`src/rtl/booth_pkg.sv`:
```
// Shared constants and sizing helpers for the radix-4 Booth operand encoder.
package booth_pkg;

    // Triplet codes, ordered as (b[2i+1], b[2i], b[2i-1]).
    localparam logic [2:0] TRIP_Z0  = 3'b000;
    localparam logic [2:0] TRIP_P1A = 3'b001;
    localparam logic [2:0] TRIP_P1B = 3'b010;
    localparam logic [2:0] TRIP_P2  = 3'b011;
    localparam logic [2:0] TRIP_N2  = 3'b100;
    localparam logic [2:0] TRIP_N1A = 3'b101;
    localparam logic [2:0] TRIP_N1B = 3'b110;
    localparam logic [2:0] TRIP_Z1  = 3'b111;

    // Digit patterns, ordered as {neg, two, one}. A zero digit never carries neg.
    localparam logic [2:0] DIG_ZERO = 3'b000;
    localparam logic [2:0] DIG_POS1 = 3'b001;
    localparam logic [2:0] DIG_POS2 = 3'b010;
    localparam logic [2:0] DIG_NEG1 = 3'b101;
    localparam logic [2:0] DIG_NEG2 = 3'b110;

    // One extra digit beyond WIDTH/2 so unsigned operands with the MSB set still fit.
    function automatic int ndig(input int width);
        return width / 2 + 1;
    endfunction

    // Width of a counter that can hold 0..nd inclusive.
    function automatic int nz_w(input int nd);
        return $clog2(nd + 1);
    endfunction

endpackage

```
`src/rtl/booth_r4_digit.sv`:
```
// Combinational decode of one Booth triplet into {one, two, neg} select lines.
module booth_r4_digit
    import booth_pkg::*;
(
    input  logic [2:0] trip_i,
    output logic       one_o,
    output logic       two_o,
    output logic       neg_o
);

    logic [2:0] pat;

    // Map the triplet onto its signed-magnitude digit pattern.
    always_comb begin
        pat = DIG_ZERO;
        case (trip_i)
            TRIP_Z0, TRIP_Z1:   pat = DIG_ZERO;
            TRIP_P1A, TRIP_P1B: pat = DIG_POS1;
            TRIP_P2:            pat = DIG_POS2;
            TRIP_N2:            pat = DIG_NEG2;
            TRIP_N1A, TRIP_N1B: pat = DIG_NEG1;
            default:            pat = DIG_ZERO;
        endcase
    end

    assign {neg_o, two_o, one_o} = pat;

endmodule

```
`src/rtl/booth_r4_encoder_pipe.sv`:
```
// Two-stage valid/ready pipeline that Booth-encodes a multiplier operand into
// NDIG radix-4 digits and counts the nonzero ones. WIDTH must be even and >= 4.
module booth_r4_encoder_pipe
    import booth_pkg::*;
#(
    parameter int WIDTH = 16,
    parameter int TAG_W = 4,
    localparam int NDIG = ndig(WIDTH),
    localparam int NZW  = nz_w(NDIG)
) (
    input  logic             clk,
    input  logic             rst,
    input  logic             in_valid,
    output logic             in_ready,
    input  logic [WIDTH-1:0] in_data,
    input  logic             in_signed,
    input  logic [TAG_W-1:0] in_tag,
    output logic             out_valid,
    input  logic             out_ready,
    output logic [NDIG-1:0]  out_one,
    output logic [NDIG-1:0]  out_two,
    output logic [NDIG-1:0]  out_neg,
    output logic [NZW-1:0]   out_nz_cnt,
    output logic [TAG_W-1:0] out_tag
);

    // Stage 1: raw operand
    logic             s1_valid_q;
    logic [WIDTH-1:0] s1_data_q;
    logic             s1_signed_q;
    logic [TAG_W-1:0] s1_tag_q;

    // Stage 2: encoded digits
    logic             s2_valid_q;
    logic [NDIG-1:0]  s2_one_q;
    logic [NDIG-1:0]  s2_two_q;
    logic [NDIG-1:0]  s2_neg_q;
    logic [NZW-1:0]   s2_nz_q;
    logic [TAG_W-1:0] s2_tag_q;

    // Encoder results computed from stage 1
    logic [NDIG-1:0]  one_d;
    logic [NDIG-1:0]  two_d;
    logic [NDIG-1:0]  neg_d;
    logic [NZW-1:0]   nz_cnt_d;

    logic             s1_advance;
    logic             ext_msb;
    logic [WIDTH+2:0] ext_b;

    // S2 can take a new entry when it is empty or its current entry leaves this cycle.
    assign s1_advance = !s2_valid_q || out_ready;
    assign in_ready   = !s1_valid_q || s1_advance;

    // ext_b[j] holds b[j-1]: a zero below the LSB and two sign/zero bits above the MSB.
    assign ext_msb = s1_signed_q & s1_data_q[WIDTH-1];
    assign ext_b   = {ext_msb, ext_msb, s1_data_q, 1'b0};

    for (genvar gi = 0; gi < NDIG; gi++) begin : g_dig
        booth_r4_digit u_dig (
            .trip_i (ext_b[2*gi+2 -: 3]),
            .one_o  (one_d[gi]),
            .two_o  (two_d[gi]),
            .neg_o  (neg_d[gi])
        );
    end

    // Count digits with nonzero magnitude for partial-product row gating.
    always_comb begin
        nz_cnt_d = '0;
        for (int k = 0; k < NDIG; k++) begin
            nz_cnt_d = nz_cnt_d + NZW'(one_d[k] | two_d[k]);
        end
    end

    // Stage 1 capture: loads whenever it can accept, so a bubble propagates as invalid.
    always_ff @(posedge clk) begin
        if (rst) begin
            s1_valid_q  <= 1'b0;
            s1_data_q   <= '0;
            s1_signed_q <= 1'b0;
            s1_tag_q    <= '0;
        end else if (in_ready) begin
            s1_valid_q <= in_valid;
            if (in_valid) begin
                s1_data_q   <= in_data;
                s1_signed_q <= in_signed;
                s1_tag_q    <= in_tag;
            end
        end
    end

    // Stage 2 capture: holds while the downstream stalls, otherwise takes S1's result.
    always_ff @(posedge clk) begin
        if (rst) begin
            s2_valid_q <= 1'b0;
            s2_one_q   <= '0;
            s2_two_q   <= '0;
            s2_neg_q   <= '0;
            s2_nz_q    <= '0;
            s2_tag_q   <= '0;
        end else if (s1_advance) begin
            s2_valid_q <= s1_valid_q;
            if (s1_valid_q) begin
                s2_one_q <= one_d;
                s2_two_q <= two_d;
                s2_neg_q <= neg_d;
                s2_nz_q  <= nz_cnt_d;
                s2_tag_q <= s1_tag_q;
            end
        end
    end

    // Stale payload is masked so idle outputs always read zero.
    assign out_valid  = s2_valid_q;
    assign out_one    = s2_valid_q ? s2_one_q : '0;
    assign out_two    = s2_valid_q ? s2_two_q : '0;
    assign out_neg    = s2_valid_q ? s2_neg_q : '0;
    assign out_nz_cnt = s2_valid_q ? s2_nz_q  : '0;
    assign out_tag    = s2_valid_q ? s2_tag_q : '0;

endmodule

```
`config.mk`:
```
export PLATFORM = sky130hd
export DESIGN_NAME = booth_r4_encoder_pipe
export DESIGN_NICKNAME = d
export VERILOG_FILES = /design/src/rtl/booth_pkg.sv /design/src/rtl/booth_r4_digit.sv /design/src/rtl/booth_r4_encoder_pipe.sv
export SDC_FILE = /design/constraint.sdc
export NUM_CORES = 1
export LEC_CHECK = 0
export CAP_MARGIN = 40
export CORE_ASPECT_RATIO = 1.5
export CORE_MARGIN = 2
export CORE_UTILIZATION = 57
export DETAILED_ROUTE_END_ITERATION = 12
export HOLD_SLACK_MARGIN = 0.05
export PLACE_DENSITY = 0.89
export REMOVE_ABC_BUFFERS = 1
export SYNTH_ARGS = -nofsm -noshare
export SYNTH_HDL_FRONTEND = slang
export SYNTH_SLANG_ARGS = --single-unit
```
`constraint.sdc`:
```
create_clock -name clk -period 5.8 [get_ports clk]
set_clock_uncertainty 0.2 [all_clocks]
set_input_delay 1.16 -clock clk [delete_from_list [all_inputs] [get_ports clk]]
set_output_delay 1.16 -clock clk [all_outputs]
set_load 0.02 [all_outputs]
```
==> reports/qor.yml <==
run_status:
  status: "finished, final reports clean"
clocking:
  cts.clk_slew.worst_paths_ns: 0.08
  numCtsBuffers: 9
  cts_setup_buffers: 0
  htreeDepth: 3
  cts_tree: "yes"
  cts_sinks: 81
  clock_path_buffers: 2
  ctsHoldBuffers: 0
  root_buffer: "clkbuf_8"
  cts_resized: 0
  clk_latency_ns: 0.35
grt:
  grt_pass1_vias: 2649
  grt_busiest_layer: "met2"
  gr-usage-met2: 0.386
  grt_antenna_before_repair: 0
  track_usage: 0.221
  grt_pass1_wl_mm: 12.2
  grt-ovfl-total: 0
  grt_max_degree: 43
  grt_use_met3: 0.0325
  grtUsageMet1: 0.260
worst_setup_path:
  crit_chain: "clkdlybuf4s50_1, and3b_4, inv_6, clkdlybuf4s50_1"
  crit_family: "buffers and inverters"
  worst-path-buf-inv: 3
  crit_start: "out_ready"
  crit_arrival_ns: 2.67
  required_ns: 4.44
  slowest_stage: "clkdlybuf4s50_1"
  slowest_delay_ns: 0.55
  path_class: "in2out"
  path_depth: 4
  reg2reg_from: "g_dig[0].u_dig.pat[1]"
  end_kind: "output pin"
  crit_path_frequent_cell: "clkdlybuf4s50_1"
  r2r_cells: 9
  r2r_setup_slack_ns: 2.27
  cp_max_fo: 10
  start_kind: "input pin"
yosys:
  synthTopCellsByArea: "dfxtp_1 44%, ha_1 7.9%, nand2_1 7.8%"
  synthFlopType: "dfxtp_1"
  postSynth.asyncResetShare: 0
  synthDistinctLibCells: 37
  yosys.area.top_type_share: 0.444
  yosysTopAreaCell: "dfxtp_1"
  syn_area_um2: 3650
  synth-simple-area-share: 0.230
  synth_xor_area_frac: 0.00240
  syn_inst: 401
  yosysWarnings: 0
  synth_fa_ha_area_frac: 0.106
  ys_ff_latch: 81
  ys_seq_area_frac: 0.444
  synth-compound-area-share: 0.115
  synth_top_family_by_area: "simple AND/OR/NAND/NOR gates"
  synth_area_per_cell_um2: 9.11
  synth_edf_count: 0
  synth_mux_area_frac: 0.0445
place:
  place_worst_setup_slack_ns: 1.77
  place.gp.congestion: 0.779
  dp_hpwl_mm: 4.95
  dp.cells: 510
  placed_area_um2: 4250
  io_buffers: 60
sta:
  setup_viol: 0
  slew_viol_final: 0
  tns_ns: 0
  rsz0062_at_grt: "false"
  finalHoldViolCount: 0
  tightestPinTransition_ns: 0.698
  period_needed_ns: 4.03
  max_freq_mhz: 248
  maxSlewHeadroom: 0.534
  fin_crit_sh: 0.694
  hold_ws_ns: 0.236
  setup_ws_ns: 1.77
routing:
  dr.pass1.iters: 4
  wl_mm: 7.19
  ant_nets: 0
  vias_per_cell: 5.20
  drc_errors: 0
  drt_iter0_markers: 145
  wl_per_cell_um: 13.7
  num_vias: 2737
floorplan:
  num_rows: 35
  ios: 62
  start_util: 0.592
  fp.dieArea_um2: 7080
  die_h_um: 102
  core_area_um2: 6170
  die_w_um: 69.4
power:
  power_mw: 1.23
  worst_ir_drop_vdd_mv: 0.269
  p_leak_nw: 1.80
  powerDensity_nw_per_um2: 274
final_layout:
  final_cell_mix: "81 x dfxtp_1, 76 x nand2_1, 59 x clkdlybuf4s50_1"
  drive_gt1_frac: 0.115
  final_cells: 526
  n_antenna_cell: 0
  area_growth_pct: 22.3
  final_area_um2: 4470
  final_nets: 500
  final_common_cell: "dfxtp_1"
  fin_util: 0.724
min_path:
  hold_path_depth: 2
  min_path_type: "reg2reg"
  hold_start: "g_dig[6].u_dig.pat[2]"
run:
  cap_violations: 0
==> per-layer routing <==
layer	vias to the layer above	share of wire
met1	1298	0.40
met3	18	0.035
met5	-	0
met4	0	0.029
li1	1361	-
met2	60	0.53
==> tightest hold or removal path, stage by stage, from the launching register on <==
cell and delay (ns):
dfxtp_1 0.30, nand2_1 0.05, a21oi_1 0.05
==> kinds of logic (layout without fill, tap and decap cells) <==
logic type	count (synthesis)	after routing
mux	15	15
simple gates	167	167
compound gates	64	64
buf+inv	44	95
fa+ha+maj	28	28
other cells	1	1
xor+xnor	1	1
flops	81	81
==> final cells by class <==
class                           instances  area (um^2)
Tap cell                               74         92.6
Fill cell                             461         1710
Inverter                               15         63.8
Multi-Input combinational cell        276         1820
Timing Repair Buffer                   64          653
Sequential cell                        81         1620
Clock inverter                          4         50.0
Clock buffer                           12          165
==> where the power goes <==
part | switching (mW) | internal [mW]
logic | 0.105 | 0.0860
clock network | 0.199 | 0.233
registers | 0.0149 | 0.588
total | 0.319 | 0.907
==> path summary, 6_finish.rpt <==
kind | endpoint
worst max-delay path | in_ready
worst max register to register | s2_nz_q[1]
worst min register to register | s2_neg_q[6]
worst min-delay path | s2_neg_q[6]
==> synthesized netlist by cell type, drive strengths merged, types with 2 or more instances <==
cell type,n
dfxtp,81
fa,5
buf,10
or2,10
nand2b,3
mux2i,8
nor2,24
nand3b,2
mux2,7
clkbuf,19
nand2,76
and2,35
nor2b,7
o21ai,7
a21oi,55
inv,15
ha,23
nand3,8
==> registers in the layout, summed over array words and instances, names as in the netlist <==
register	flops
g_dig.u_dig.pat	24
out_valid	1
s1_data_q	16
s1_signed_q	1
s1_tag_q	4
s1_valid_q	1
s2_neg_q	9
s2_nz_q	4
s2_one_q	9
s2_tag_q	4
s2_two_q	8
Power figures use the tool's default switching activity.
